File: config.mk
export PLATFORM = sky130hd
export DESIGN_NAME = adder_share_arbiter
export DESIGN_NICKNAME = d
export VERILOG_FILES = /design/src/rtl/adder_share_pkg.sv /design/src/rtl/FA_sixteen.sv /design/src/rtl/adder_share_arbiter.sv
export SDC_FILE = /design/constraint.sdc
export NUM_CORES = 1
export LEC_CHECK = 0
export CAP_MARGIN = 20
export CORE_AREA = 3 3 94 96
export DETAILED_ROUTE_END_ITERATION = 8
export DIE_AREA = 0 0 97 99
export PLACE_DENSITY = 0.83
export SLEW_MARGIN = 20
export SYNTH_ARGS = -nofsm -noshare
export SYNTH_HDL_FRONTEND = slang
export SYNTH_SLANG_ARGS = --single-unit
export TNS_END_PERCENT = 20
File: constraint.sdc
create_clock -name clk -period 9.4 [get_ports clk]
set_input_delay 1.88 -clock clk [delete_from_list [all_inputs] [get_ports clk]]
set_output_delay 1.88 -clock clk [all_outputs]
set_load 0.05 [all_outputs]
File: src/rtl/adder_share_pkg.sv
// Shared types, constants and the round-robin pick function for the
// time-shared adder arbiter.
package adder_share_pkg;

  typedef enum logic [1:0] {
    IDLE = 2'd0,
    CALC = 2'd1,
    RESP = 2'd2
  } state_t;

  localparam int DATA_W  = 16;
  localparam int MAX_REQ = 8;

  // Scan downward so the last hit is the closest valid index above 'last';
  // 'last' itself has the lowest priority. With no valid bit, 'last' is returned.
  function automatic int rr_pick(input logic [MAX_REQ-1:0] valid,
                                 input int last,
                                 input int num_req);
    int idx;
    rr_pick = last;
    for (int i = MAX_REQ; i >= 1; i--) begin
      if (i <= num_req) begin
        idx = (last + i) % num_req;
        if (valid[idx]) rr_pick = idx;
      end
    end
  endfunction

endpackage

File: src/rtl/FA_sixteen.sv
// 16-bit ripple-carry adder; the carry out of the top bit is not produced
// because no user of this adder needs it.
module FA_sixteen (
  input  logic [15:0] A,
  input  logic [15:0] B,
  input  logic        Cin,
  output logic [15:0] S
);

  logic [15:0] carry;

  assign carry[0] = Cin;

  genvar i;
  generate
    for (i = 0; i < 15; i++) begin : g_carry
      assign carry[i+1] = (A[i] & B[i]) | (A[i] & carry[i]) | (B[i] & carry[i]);
    end
  endgenerate

  assign S = A ^ B ^ carry;

endmodule

File: src/rtl/adder_share_arbiter.sv
// Round-robin arbiter that time-shares one FA_sixteen adder between
// NUM_REQ requesters, returning each sum with the requester ID.
module adder_share_arbiter
  import adder_share_pkg::*;
#(
  parameter int NUM_REQ = 4,
  parameter int ID_W    = $clog2(NUM_REQ)
) (
  input  logic                      clk,
  input  logic                      rst,
  input  logic [NUM_REQ-1:0]        req_valid,
  input  logic [NUM_REQ*DATA_W-1:0] req_a,
  input  logic [NUM_REQ*DATA_W-1:0] req_b,
  output logic [NUM_REQ-1:0]        req_ready,
  output logic                      rsp_valid,
  input  logic                      rsp_ready,
  output logic [DATA_W-1:0]         rsp_sum,
  output logic [ID_W-1:0]           rsp_id,
  output logic                      busy
);

  state_t             state_q, state_d;
  logic [ID_W-1:0]    last_grant_q, last_grant_d;
  logic [DATA_W-1:0]  op_a_q, op_a_d;
  logic [DATA_W-1:0]  op_b_q, op_b_d;
  logic [DATA_W-1:0]  rsp_sum_q, rsp_sum_d;
  logic [ID_W-1:0]    rsp_id_q, rsp_id_d;
  logic [DATA_W-1:0]  fa_sum;
  logic [MAX_REQ-1:0] valid_ext;
  logic [ID_W-1:0]    grant;

  assign valid_ext = MAX_REQ'(req_valid);
  assign grant     = ID_W'(rr_pick(valid_ext, int'(last_grant_q), NUM_REQ));

  FA_sixteen u_fa (
    .A   (op_a_q),
    .B   (op_b_q),
    .Cin (1'b0),
    .S   (fa_sum)
  );

  always_comb begin
    state_d      = state_q;
    last_grant_d = last_grant_q;
    op_a_d       = op_a_q;
    op_b_d       = op_b_q;
    rsp_sum_d    = rsp_sum_q;
    rsp_id_d     = rsp_id_q;
    req_ready    = '0;
    case (state_q)
      IDLE: begin
        if (|req_valid) begin
          req_ready[grant] = 1'b1;
          op_a_d           = req_a[grant*DATA_W +: DATA_W];
          op_b_d           = req_b[grant*DATA_W +: DATA_W];
          rsp_id_d         = grant;
          last_grant_d     = grant;
          state_d          = CALC;
        end
      end
      CALC: begin
        rsp_sum_d = fa_sum;
        state_d   = RESP;
      end
      RESP: begin
        if (rsp_ready) state_d = IDLE;
      end
      default: state_d = IDLE;
    endcase
    // Reset is synchronous, so the grant must be masked explicitly.
    if (rst) req_ready = '0;
  end

  always_ff @(posedge clk) begin
    if (rst) begin
      state_q      <= IDLE;
      last_grant_q <= ID_W'(NUM_REQ - 1);
      op_a_q       <= '0;
      op_b_q       <= '0;
      rsp_sum_q    <= '0;
      rsp_id_q     <= '0;
    end else begin
      state_q      <= state_d;
      last_grant_q <= last_grant_d;
      op_a_q       <= op_a_d;
      op_b_q       <= op_b_d;
      rsp_sum_q    <= rsp_sum_d;
      rsp_id_q     <= rsp_id_d;
    end
  end

  assign rsp_valid = (state_q == RESP);
  assign busy      = (state_q != IDLE);
  assign rsp_sum   = rsp_sum_q;
  assign rsp_id    = rsp_id_q;

endmodule

==> metrics.md, run 1 <==
| Metric | Value |
|---|---|
| Sequential cell area fraction in the yosys report | `30.1%` |
| Internal power | `0.000524 W` |
| Post-synthesis area per instance | `9.38 um2` |
| Clk root buf | `clkbuf_8` |
| CP Launch Type | `input port` |
| Setup TNS | `0 ps` |
| Pwr dens | `160 nW/um2` |
| WL final | `10100 um` |
| Worst slew pin tran | `1040 ps` |
| Post-Syn Nets | `533` |
| Setup violators final | `0` |
| CP dominant cell by count | `clkdlybuf4s50_1` |
| Port bufs | `158` |
| Antenna violations before repair | `0` |
| Worst EP required | `7520 ps` |
| Min-delay worst type | `flip-flop to flip-flop` |
| Leak pwr | `2.00 nW` |
| Critical path class | `input port to output pin` |
| Worst R2R Path Depth | `19` |
| Status | `complete, no violations` |
| CTS H-tree depth | `2` |
| Initial DRC count | `143` |
| Largest area contributor in the synthesized netlist | `dfxtp_1` |
| Worst setup EP type | `output pin` |
| Remaining DRCs | `0` |
| Highest-count cells in the layout ignoring fill and taps | `158 x clkdlybuf4s50_1, 66 x nand2_1, 62 x nand3_1` |
| Die H | `99 um` |
| Reg clk slew, reported paths | `100 ps` |
| Pwr Total | `0.000833 W` |
| Delay-heaviest family, CP | `buffers and inverters` |
| Chip width | `97 um` |
| Reg2reg end | `rsp_sum[15]` |
| Total of fill cells in the finished design | `681` |
| Gate Count Post-Synth | `383` |
| # hold bufs at CTS | `0` |
| Gr ovfl total | `0` |
| Final design instance area without fill | `5220 um2` |
| Combinational power share | `44.5%` |
| Post-cts resize count | `0` |
| VDD IR max | `94.2 uV` |
| Worst hold margin | `461 ps` |
| Setup Slack @ Placement | `2500 ps` |
| Detailed-route wire length per cell | `16.2 um` |
| Area Overhead vs Synth | `45.4%` |
| Yosys cell types | `33` |
| DP Wirelength | `7810 um` |
| Worst setup margin | `2480 ps` |
| Setup bufs post-CTS | `0` |
| Hold Startpoint | `rsp_sum[8]` |
| Core area | `8130 um2` |
| Switch share | `37.1%` |
| CP Buf/Inv Count | `2` |
| Initial Util | `44.2%` |
| Final Critical Period | `6920 ps` |
| Hold violation count in the final report | `0` |
| CTS Buffer Depth | `2` |
| Vias in the first global route | `3359` |
| Synthesized area | `3590 um2` |
| Layout Nets | `666` |
| YS warnings | `0` |
| Yosys top cell area share | `30.1%` |
| Final ANT Viol Nets | `0` |
| GRT Overall Usage | `20.9%` |
| Drt first pass iters | `4` |
| Skew-Pair Late Insertion Delay | `300 ps` |
| IO Count | `159` |
| Flop-to-flop setup slack | `2590 ps` |
| Slew HR | `30.4%` |
| Placed instance area | `5110 um2` |
| WHS Endpoint | `rsp_sum[8]` |
| Share of cells above drive strength 1 | `15.9%` |
| N_diodes | `0` |
| Tcrit/Tclk final | `73.6%` |
| Synth top area cells | `dfxtp_1 30%, o211ai_2 11%, mux2_2 9.7%, mux2i_1 9.5%, nand3_1 8.6%` |
| Multi-input logic area | `2290 um2` |
| Die area | `9600 um2` |
| Hold path cells | `2` |
| Share of total power in the clock network | `18.7%` |
| First-pass GRT wire length | `16500 um` |
| Flops & latches, synth | `54` |
| Clock Skew | `9.53 ps` |
| Crit path max-delay cell type | `clkdlybuf4s50_1` |
| Fin. max-slew vios | `0` |
| CP Max Fanout | `34` |
| Sequential Area | `1080 um2` |
| Unrepaired setup endpoints after global routing | `no` |
| P_sw | `0.000309 W` |
| GP Congestion | `0.795` |
| Arrival @ worst endpoint | `5040 ps` |
| Via-to-Cell Ratio | `5.33` |
| Largest net degree at the start of global routing | `68` |
| Vias | `3317` |
| Commonest non-fill, non-tap cell in the layout | `clkdlybuf4s50_1` |
| CP peak stage delay | `870 ps` |
| FP Rows | `33` |
| TritonCTS clock tree | `yes` |
| F_max | `145 MHz` |
| Max Cap Violations | `0` |
| Cts bufs inserted | `5` |
| Part of the power in registers | `36.8%` |
| FF-to-FF Start | `op_a_q[0]` |
| Clk sinks | `54` |
| Critical path, cell by cell | `clkdlybuf4s50_1, nor3_4, nand2b_2, nor4_1, clkdlybuf4s50_1` |
[power by group through the flow]
stage,clock network (W),registers (W),logic (W)
after floorplan,0,0.000341,0.000221
after global placement,0,0.000310,0.000360
after detailed placement,0,0.000313,0.000369
after CTS,0.000159,0.000307,0.000371
after global routing,0.000169,0.000313,0.000400
final,0.000156,0.000307,0.000370
[through the flow]
step / utilization [%] / std cells
after floorplan: - / 383
after global placement: 62.8 / 614
after detailed placement: 62.8 / 614
after CTS: 64.2 / 622
after global routing: 64.2 / 622
final: 64.2 / 622
[kinds of logic (layout without fill, tap and decap cells)]
| group | Yosys count | after routing | synth area share, % |
|---|---|---|---|
| compound gates | 56 | 56 | 15.0 |
| xor+xnor | 2 | 2 | 0.488 |
| fa+ha+maj | 15 | 15 | 8.15 |
| buf+inv | 35 | 169 | 6.51 |
| flops | 54 | 54 | 30.1 |
| mux | 65 | 65 | 19.2 |
| simple gates | 156 | 156 | 20.6 |
[cell usage after synthesis]
library cell  instances
nand2_1              66
nand3_1              62
dfxtp_1              54
mux2i_1              34
mux2_2               31
o211ai_2             31
a21oi_1              20
fa_1                 14
buf_2                13
clkbuf_1              9
nor2_1                9
buf_6                 8
nand2b_1              5
buf_4                 4
nor2b_1               3
nor4_1                2
xnor2_1               2
a211oi_1              1
and3_1                1
and3b_1               1
buf_8                 1
ha_1                  1
nor3_1                1
nor3_2                1
nor3_4                1
nor4_2                1
o21ai_0               1
o21bai_1              1
o221ai_1              1
o31ai_4               1
or2_2                 1
or2_4                 1
or3_4                 1
[worst max path at each step]
stage	start	to	slack [ps]	cells past startpoint
final	rst	req_ready[2]	2480	5
after global routing	rst	req_ready[2]	2320	5
after CTS	rst	req_ready[2]	2500	5
after detailed placement	rst	req_ready[2]	2500	5
after global placement	rst	req_ready[2]	2620	5
after floorplan	op_a_q[0]	rsp_sum[15]	3060	19
[area by class of cell]
cell class                 instances  area share (%)
sequential                        54            20.7
clock buffer                       5            1.32
timing repair buffer             161            30.7
multi-input combinational        294            43.9
tap                              105            2.52
clock inverter                     3           0.839
[flip-flops by register name (all words and copies together) (netlist names)]
name	cells
op_a_q	16
rsp_sum	16
last_grant_q	2
rsp_id	2
op_b_q	16
state_q	2
[worst reg2reg max path, stage by stage, from the launching register on]
cell and delay [ps]:
dfxtp_1 330, ha_1 200, fa_1 380, fa_1 400, fa_1 410, fa_1 410
fa_1 420, fa_1 410, fa_1 420, fa_1 400, fa_1 400, fa_1 400
fa_1 390, fa_1 400, fa_1 410, fa_1 390, xnor2_1 170, xnor2_1 140
nand2_1 70, a21oi_1 170
[routing by layer]
metal	global-route usage, %	vias up	share of wire (%)
li1	-	1628	-
met1	26.6	1582	42
met2	37.3	99	52
met3	3.89	8	4.8
met4	3.67	0	0.95
met5	0	-	0
Power figures use the tool's default switching activity.
==> inputs of run 2 (changes only) <==
- CORE_AREA: 3 3 94 96 -> 3 3 96 98
- DIE_AREA: 0 0 97 99 -> 0 0 99 101
- PLACE_DENSITY: 0.83 -> 0.8
- clock period: 9.4 -> 6.64 ns (I/O delays scaled with it)
==> metrics.md, run 2 (synthesis gave the netlist of run 1 again) <==
| Metric | Value |
|---|---|
| Status | `complete, no violations` |
| Drt first pass iters | `4 (unchanged)` |
| FP Rows | `34 (+3.0%)` |
| Core area | `8550 um2 (+5.1%)` |
| Critical path endpoint | `rsp_sum[15]` |
| Leak pwr | `1.99 nW (-0.62%)` |
| Remaining DRCs | `0 (unchanged)` |
| GRT Overall Usage | `20.0% (-0.85 points)` |
| Crit path max-delay cell type | `fa_1` |
| Final Critical Period | `6490 ps` |
| Highest-count cells in the layout ignoring fill and taps | `158 x clkdlybuf4s50_1, 66 x nand2_1, 62 x nand3_1` |
| Flop-to-flop setup slack | `150 ps (-2440 ps)` |
| Worst path depth | `19 (+14)` |
| Chip width | `99 um (+2.1%)` |
| CP dominant cell by count | `fa_1` |
| Cts bufs inserted | `5 (unchanged)` |
| Vias | `3277 (-1.2%)` |
| Clk root buf | `clkbuf_8` |
| Worst setup EP type | `flip-flop` |
| GP Congestion | `0.783 (-1.4%)` |
| # hold bufs at CTS | `0 (unchanged)` |
| Slew HR | `33.3% (+2.9 points)` |
| Fin. max-slew vios | `0 (unchanged)` |
| CP startpoint | `op_a_q[0]` |
| Reg2reg end | `rsp_sum[15]` |
| CP Buf/Inv Count | `0 (-2)` |
| Reg clk slew, reported paths | `100 ps (about the same)` |
| Worst slew pin tran | `999 ps (-45.6 ps)` |
| CP Launch Type | `flip-flop` |
| CTS Buffer Depth | `2 (unchanged)` |
| Total of fill cells in the finished design | `744 (+9.3%)` |
| TritonCTS clock tree | `yes` |
| Placed instance area | `5130 um2 (+0.37%)` |
| Delay-heaviest family, CP | `adder cells` |
| Antenna violations before repair | `0 (unchanged)` |
| Critical path class | `flip-flop to flip-flop` |
| Clock Skew | `9.15 ps (-0.378 ps)` |
| WL final | `10100 um (+0.29%)` |
| Layout Nets | `668 (+0.30%)` |
| Critical path, cell by cell | `ha_1, fa_1, fa_1, fa_2, fa_1, fa_1, fa_2, fa_2, fa_2, fa_1, fa_1, fa_1, fa_1, fa_1, fa_2, xnor2_2, xnor2_1, nand2_1, a21oi_2` |
| CP Max Fanout | `2 (-94%)` |
| Area Overhead vs Synth | `46.0%` |
| Die H | `101 um (+2.0%)` |
| CP peak stage delay | `410 ps (-460 ps)` |
| IO Count | `159 (unchanged)` |
| First-pass GRT wire length | `16200 um (-2.3%)` |
| VDD IR max | `153 uV (+63%)` |
| Gr ovfl total | `0 (unchanged)` |
| Detailed-route wire length per cell | `16.1 um (-0.51%)` |
| DP Wirelength | `7790 um (-0.24%)` |
| FF-to-FF Start | `op_a_q[0]` |
| Max Cap Violations | `0 (unchanged)` |
| Setup bufs post-CTS | `0 (unchanged)` |
| Worst R2R Path Depth | `19 (unchanged)` |
| Hold violation count in the final report | `0 (unchanged)` |
| Commonest non-fill, non-tap cell in the layout | `clkdlybuf4s50_1` |
| Share of cells above drive strength 1 | `17.5% (+1.7 points)` |
| Pwr dens | `220 nW/um2 (+38%)` |
| Initial Util | `42.0% (-2.2 points)` |
| Vias in the first global route | `3334 (-0.74%)` |
| Port bufs | `158 (unchanged)` |
| Multi-input logic area | `2320 um2 (+1.0%)` |
| Tcrit/Tclk final | `97.7%` |
| Skew-Pair Late Insertion Delay | `310 ps (about the same)` |
| Arrival @ worst endpoint | `6730 ps (+1690 ps)` |
| CTS H-tree depth | `2 (unchanged)` |
| Setup violators final | `0 (unchanged)` |
| F_max | `154 MHz` |
| N_diodes | `0 (unchanged)` |
| Die area | `10000 um2 (+4.1%)` |
| Sequential Area | `1080 um2 (unchanged)` |
| Clk sinks | `54 (unchanged)` |
| Largest net degree at the start of global routing | `67 (-1.5%)` |
| Final design instance area without fill | `5250 um2 (+0.46%)` |
| Initial DRC count | `71 (-50%)` |
| Via-to-Cell Ratio | `5.23 (-2.0%)` |
| Min-delay worst type | `flip-flop to flip-flop` |
| Final ANT Viol Nets | `0 (unchanged)` |
| Setup TNS | `0 ps (unchanged)` |
| Worst EP required | `6880 ps (-640 ps)` |
-- run 2: cell type report --
type,instances,area share (%)
Sequential cell,54,20.6
Clock inverter,3,0.477
Multi-Input combinational cell,294,44.2
Tap cell,108,2.58
Timing Repair Buffer,163,30.9
Clock buffer,5,1.31
-- run 2: how the worst min path moves through the flow --
stage                        to  slack [ps]        start  cells after the start
floorplan             op_b_q[0]         450    op_b_q[0]                      2
global placement    rsp_sum[15]         440  rsp_sum[15]                      2
detailed placement   rsp_sum[1]         450   rsp_sum[1]                      2
CTS                  rsp_sum[1]         460   rsp_sum[1]                      2
global route         rsp_sum[1]         480   rsp_sum[1]                      2
finish               rsp_sum[1]         460   rsp_sum[1]                      2
-- run 2: worst reg2reg max path, stage by stage, from the launching register on --
cell,delay (ps)
dfxtp_1,330
ha_1,200
fa_1,400
fa_1,390
fa_2,360
fa_1,390
fa_1,400
fa_2,360
fa_2,370
fa_2,360
fa_1,390
fa_1,390
fa_1,390
fa_1,390
fa_1,410
fa_2,370
xnor2_2,140
xnor2_1,150
nand2_1,80
a21oi_2,170
-- run 2: stage by stage --
step	hold slack (ps)	setup slack [ps]	total power, W	util (%)	std cells
finish	458	151	0.00115	61.4	627
CTS	464	37.1	0.00116	61.1	627
floorplan	450	301	0.000795	-	383
detailed placement	450	-21.6	0.000966	60.0	619
global route	479	-5.94	0.00122	61.4	627
global placement	445	16.3	0.000955	59.9	619
-- run 2: timing repair --
item,4_1_cts,5_1_grt
setup endpoints to repair,1,1
resized for setup,2,5
hold endpoints to repair,0,0
-- run 2: report_power, final --
group | internal (W) | switching (W)
logic | 0.000248 | 0.000283
clock network | 0.0000764 | 0.000112
registers | 0.000385 | 0.0000489
-- run 2: per-layer routing --
layer | GRT usage (%) | wire length [um]
met1 | 24.9 | 4140
met2 | 36.2 | 5320
met3 | 2.98 | 507
met4 | 5.04 | 160
met5 | 0 | 0
==> inputs of run 3 (changes only) <==
- RECOVER_POWER: unset -> 100
==> metrics.md, run 3 (synthesis gave the netlist of run 1 again) <==
| Metric | Value |
|---|---|
| Layout Nets | `668 (unchanged)` |
| Pwr dens | `222 nW/um2 (+0.92%)` |
| FP Rows | `34 (unchanged)` |
| Fin. max-slew vios | `33 (+33)` |
| Crit path max-delay cell type | `fa_1` |
| Min-delay worst type | `flip-flop to flip-flop` |
| Setup bufs post-CTS | `0 (unchanged)` |
| Chip width | `99 um (unchanged)` |
| DP Cell Count | `619 (unchanged)` |
| N_diodes | `0 (unchanged)` |
| Part of the power in registers | `38.4% (+0.8 points)` |
| Hold violation count in the final report | `0 (unchanged)` |
| DP Wirelength | `7790 um (unchanged)` |
| Final Critical Period | `6490 ps (-0.819 ps)` |
| Initial Util | `42.0% (unchanged)` |
| First-pass GRT wire length | `16200 um (unchanged)` |
| Worst slew pin tran | `2050 ps (+1050 ps)` |
| Final ANT Viol Nets | `0 (unchanged)` |
| Skew-Pair Late Insertion Delay | `310 ps (about the same)` |
| Die area | `10000 um2 (unchanged)` |
| Reg clk slew, reported paths | `100 ps (about the same)` |
| Total of fill cells in the finished design | `769 (+3.4%)` |
| Critical path, cell by cell | `ha_1, fa_1, fa_1, fa_2, fa_1, fa_1, fa_2, fa_2, fa_2, fa_1, fa_1, fa_1, fa_1, fa_1, fa_2, xnor2_2, xnor2_1, nand2_1, a21oi_2` |
| VDD IR max | `160 uV (+4.3%)` |
| WL final | `10200 um (+0.97%)` |
| Setup Slack @ Placement | `-21.6 ps (unchanged)` |
| Core area | `8550 um2 (unchanged)` |
| CP peak stage delay | `410 ps (about the same)` |
| Vias in the first global route | `3334 (unchanged)` |
| Worst setup margin | `152 ps (+0.819 ps)` |
| Setup violators final | `0 (unchanged)` |
| Arrival @ worst endpoint | `6730 ps (about the same)` |
| Non-Filler Instances | `627 (unchanged)` |
| Die H | `101 um (unchanged)` |
| Worst hold margin | `455 ps (-3.27 ps)` |
| Clk sinks | `54 (unchanged)` |
| IO Count | `159 (unchanged)` |
| Detailed-route wire length per cell | `16.3 um (+0.97%)` |
| CTS Buffer Depth | `2 (unchanged)` |
| Remaining DRCs | `0 (unchanged)` |
| Initial DRC count | `93 (+31%)` |
| Commonest non-fill, non-tap cell in the layout | `clkdlybuf4s50_1` |
| Slew HR | `-37.3% (-71 points)` |
| Critical path class | `flip-flop to flip-flop` |
| Status | `finished, violations left` |
| Area Overhead vs Synth | `41.5%` |
| Gr ovfl total | `0 (unchanged)` |
| Cts bufs inserted | `5 (unchanged)` |
| Share of cells above drive strength 1 | `11.4% (-6.2 points)` |
| Clk root buf | `clkbuf_8` |
| Leak pwr | `1.91 nW (-4.1%)` |
| Max Cap Violations | `1 (+1)` |
| GRT Overall Usage | `20.0% (unchanged)` |
| CP dominant cell by count | `fa_1` |
| Clock Skew | `13.7 ps (+4.53 ps)` |
| Internal power | `0.000693 W (-2.3%)` |
| CP Max Fanout | `2 (unchanged)` |
| Worst setup EP type | `flip-flop` |
| Violated checks | `max-capacitance violations, max-slew violations` |
| Tcrit/Tclk final | `97.7% (about the same)` |
| Vias | `3316 (+1.2%)` |
| Drt first pass iters | `4 (unchanged)` |
| Switch share | `38.6% (+0.060 points)` |
| Port bufs | `158 (unchanged)` |
| P_sw | `0.000435 W (-2.1%)` |
| Combinational power share | `44.7% (-1.3 points)` |
| CP Launch Type | `flip-flop` |
| Share of total power in the clock network | `16.9% (+0.6 points)` |
| Worst EP required | `6880 ps (about the same)` |
| Largest net degree at the start of global routing | `67 (unchanged)` |
| Flop-to-flop setup slack | `150 ps (about the same)` |
| Highest-count cells in the layout ignoring fill and taps | `132 x clkdlybuf4s50_1, 66 x nand2_1, 62 x nand3_1` |
| Via-to-Cell Ratio | `5.29 (+1.2%)` |
| GP Congestion | `0.783 (unchanged)` |
| F_max | `154 MHz (about the same)` |
| Antenna violations before repair | `0 (unchanged)` |
| Setup TNS | `0 ps (unchanged)` |
| TritonCTS clock tree | `yes` |
| CTS H-tree depth | `2 (unchanged)` |
run 3: cell types whose count changed in the layout (fill, tap and decap cells not counted):
cell             before  now
o211ai_1              0   30
o211ai_2             31    1
clkdlybuf4s50_1     158  132
dlygate4sd3_1         0   26
nor2_1                8    9
nor2_4                1    0
nor4_1                2    3
nor4_2                1    0
run 3: stage by stage:
| step | instance area [um2] | power (W) | util, % |
|---|---|---|---|
| 2_1_floorplan | 3590 | 0.000795 | - |
| 3_3_place_gp | 5120 | 0.000955 | 59.9 |
| 4_1_cts | 5230 | 0.00116 | 61.1 |
| 3_5_place_dp | 5130 | 0.000966 | 60.0 |
| 5_1_grt | 5080 | 0.00119 | 59.4 |
| 6_report | 5080 | 0.00113 | 59.4 |
run 3: final cells by class:
class | count | area (um2) | share of cell area [%]
clock buffer | 5 | 68.8 | 1.35
clock inverter | 3 | 25.0 | 0.492
multi-input combinational | 294 | 2150 | 42.4
sequential | 54 | 1080 | 21.3
tap | 108 | 135 | 2.66
timing repair buffer | 163 | 1620 | 31.9
run 3: worst max-delay path, delay by kind of cell, from the launching register on:
kind | cells | cell delay (ps)
adders and majority gates | 15 | 5560
AOI/OAI and AO/OA | 1 | 170
xor gates and xnor gates | 2 | 280
and+or+nand+nor | 1 | 80
DFF | 1 | 330
run 3: timing repair:
item | CTS | global route
gates cloned | 0 | 0
setup endpoints to repair | 1 | 1
hold buffers | 0 | 0
pin swaps | 0 | 0
endpoints found under the hold margin | 0 | 0
resized for setup | 2 | 5
run 3: per-layer routing:
layer  GRT usage, %  vias to the layer above  part of all wire (%)
met5              0                        -                     0
met4           5.04                        0                   1.7
met3           2.98                       14                   5.2
met2           36.2                      112                    52
met1           24.9                     1564                    41
li1               -                     1626                     -
run 3: final timing paths:
path	start	endpoint	cells past startpoint
hold / removal	rsp_sum[1]	rsp_sum[1]	2
setup / recovery	op_a_q[0]	rsp_sum[15]	19
setup reg to reg	op_a_q[0]	rsp_sum[15]	19
hold reg to reg	rsp_sum[1]	rsp_sum[1]	2
run 3: power groups by stage:
stage	registers, W	clock network, W	logic (W)
finish	0.000433	0.000191	0.000504
global placement	0.000438	0	0.000518
global route	0.000441	0.000208	0.000544
floorplan	0.000482	0	0.000312
CTS	0.000434	0.000193	0.000530
detailed placement	0.000441	0	0.000525
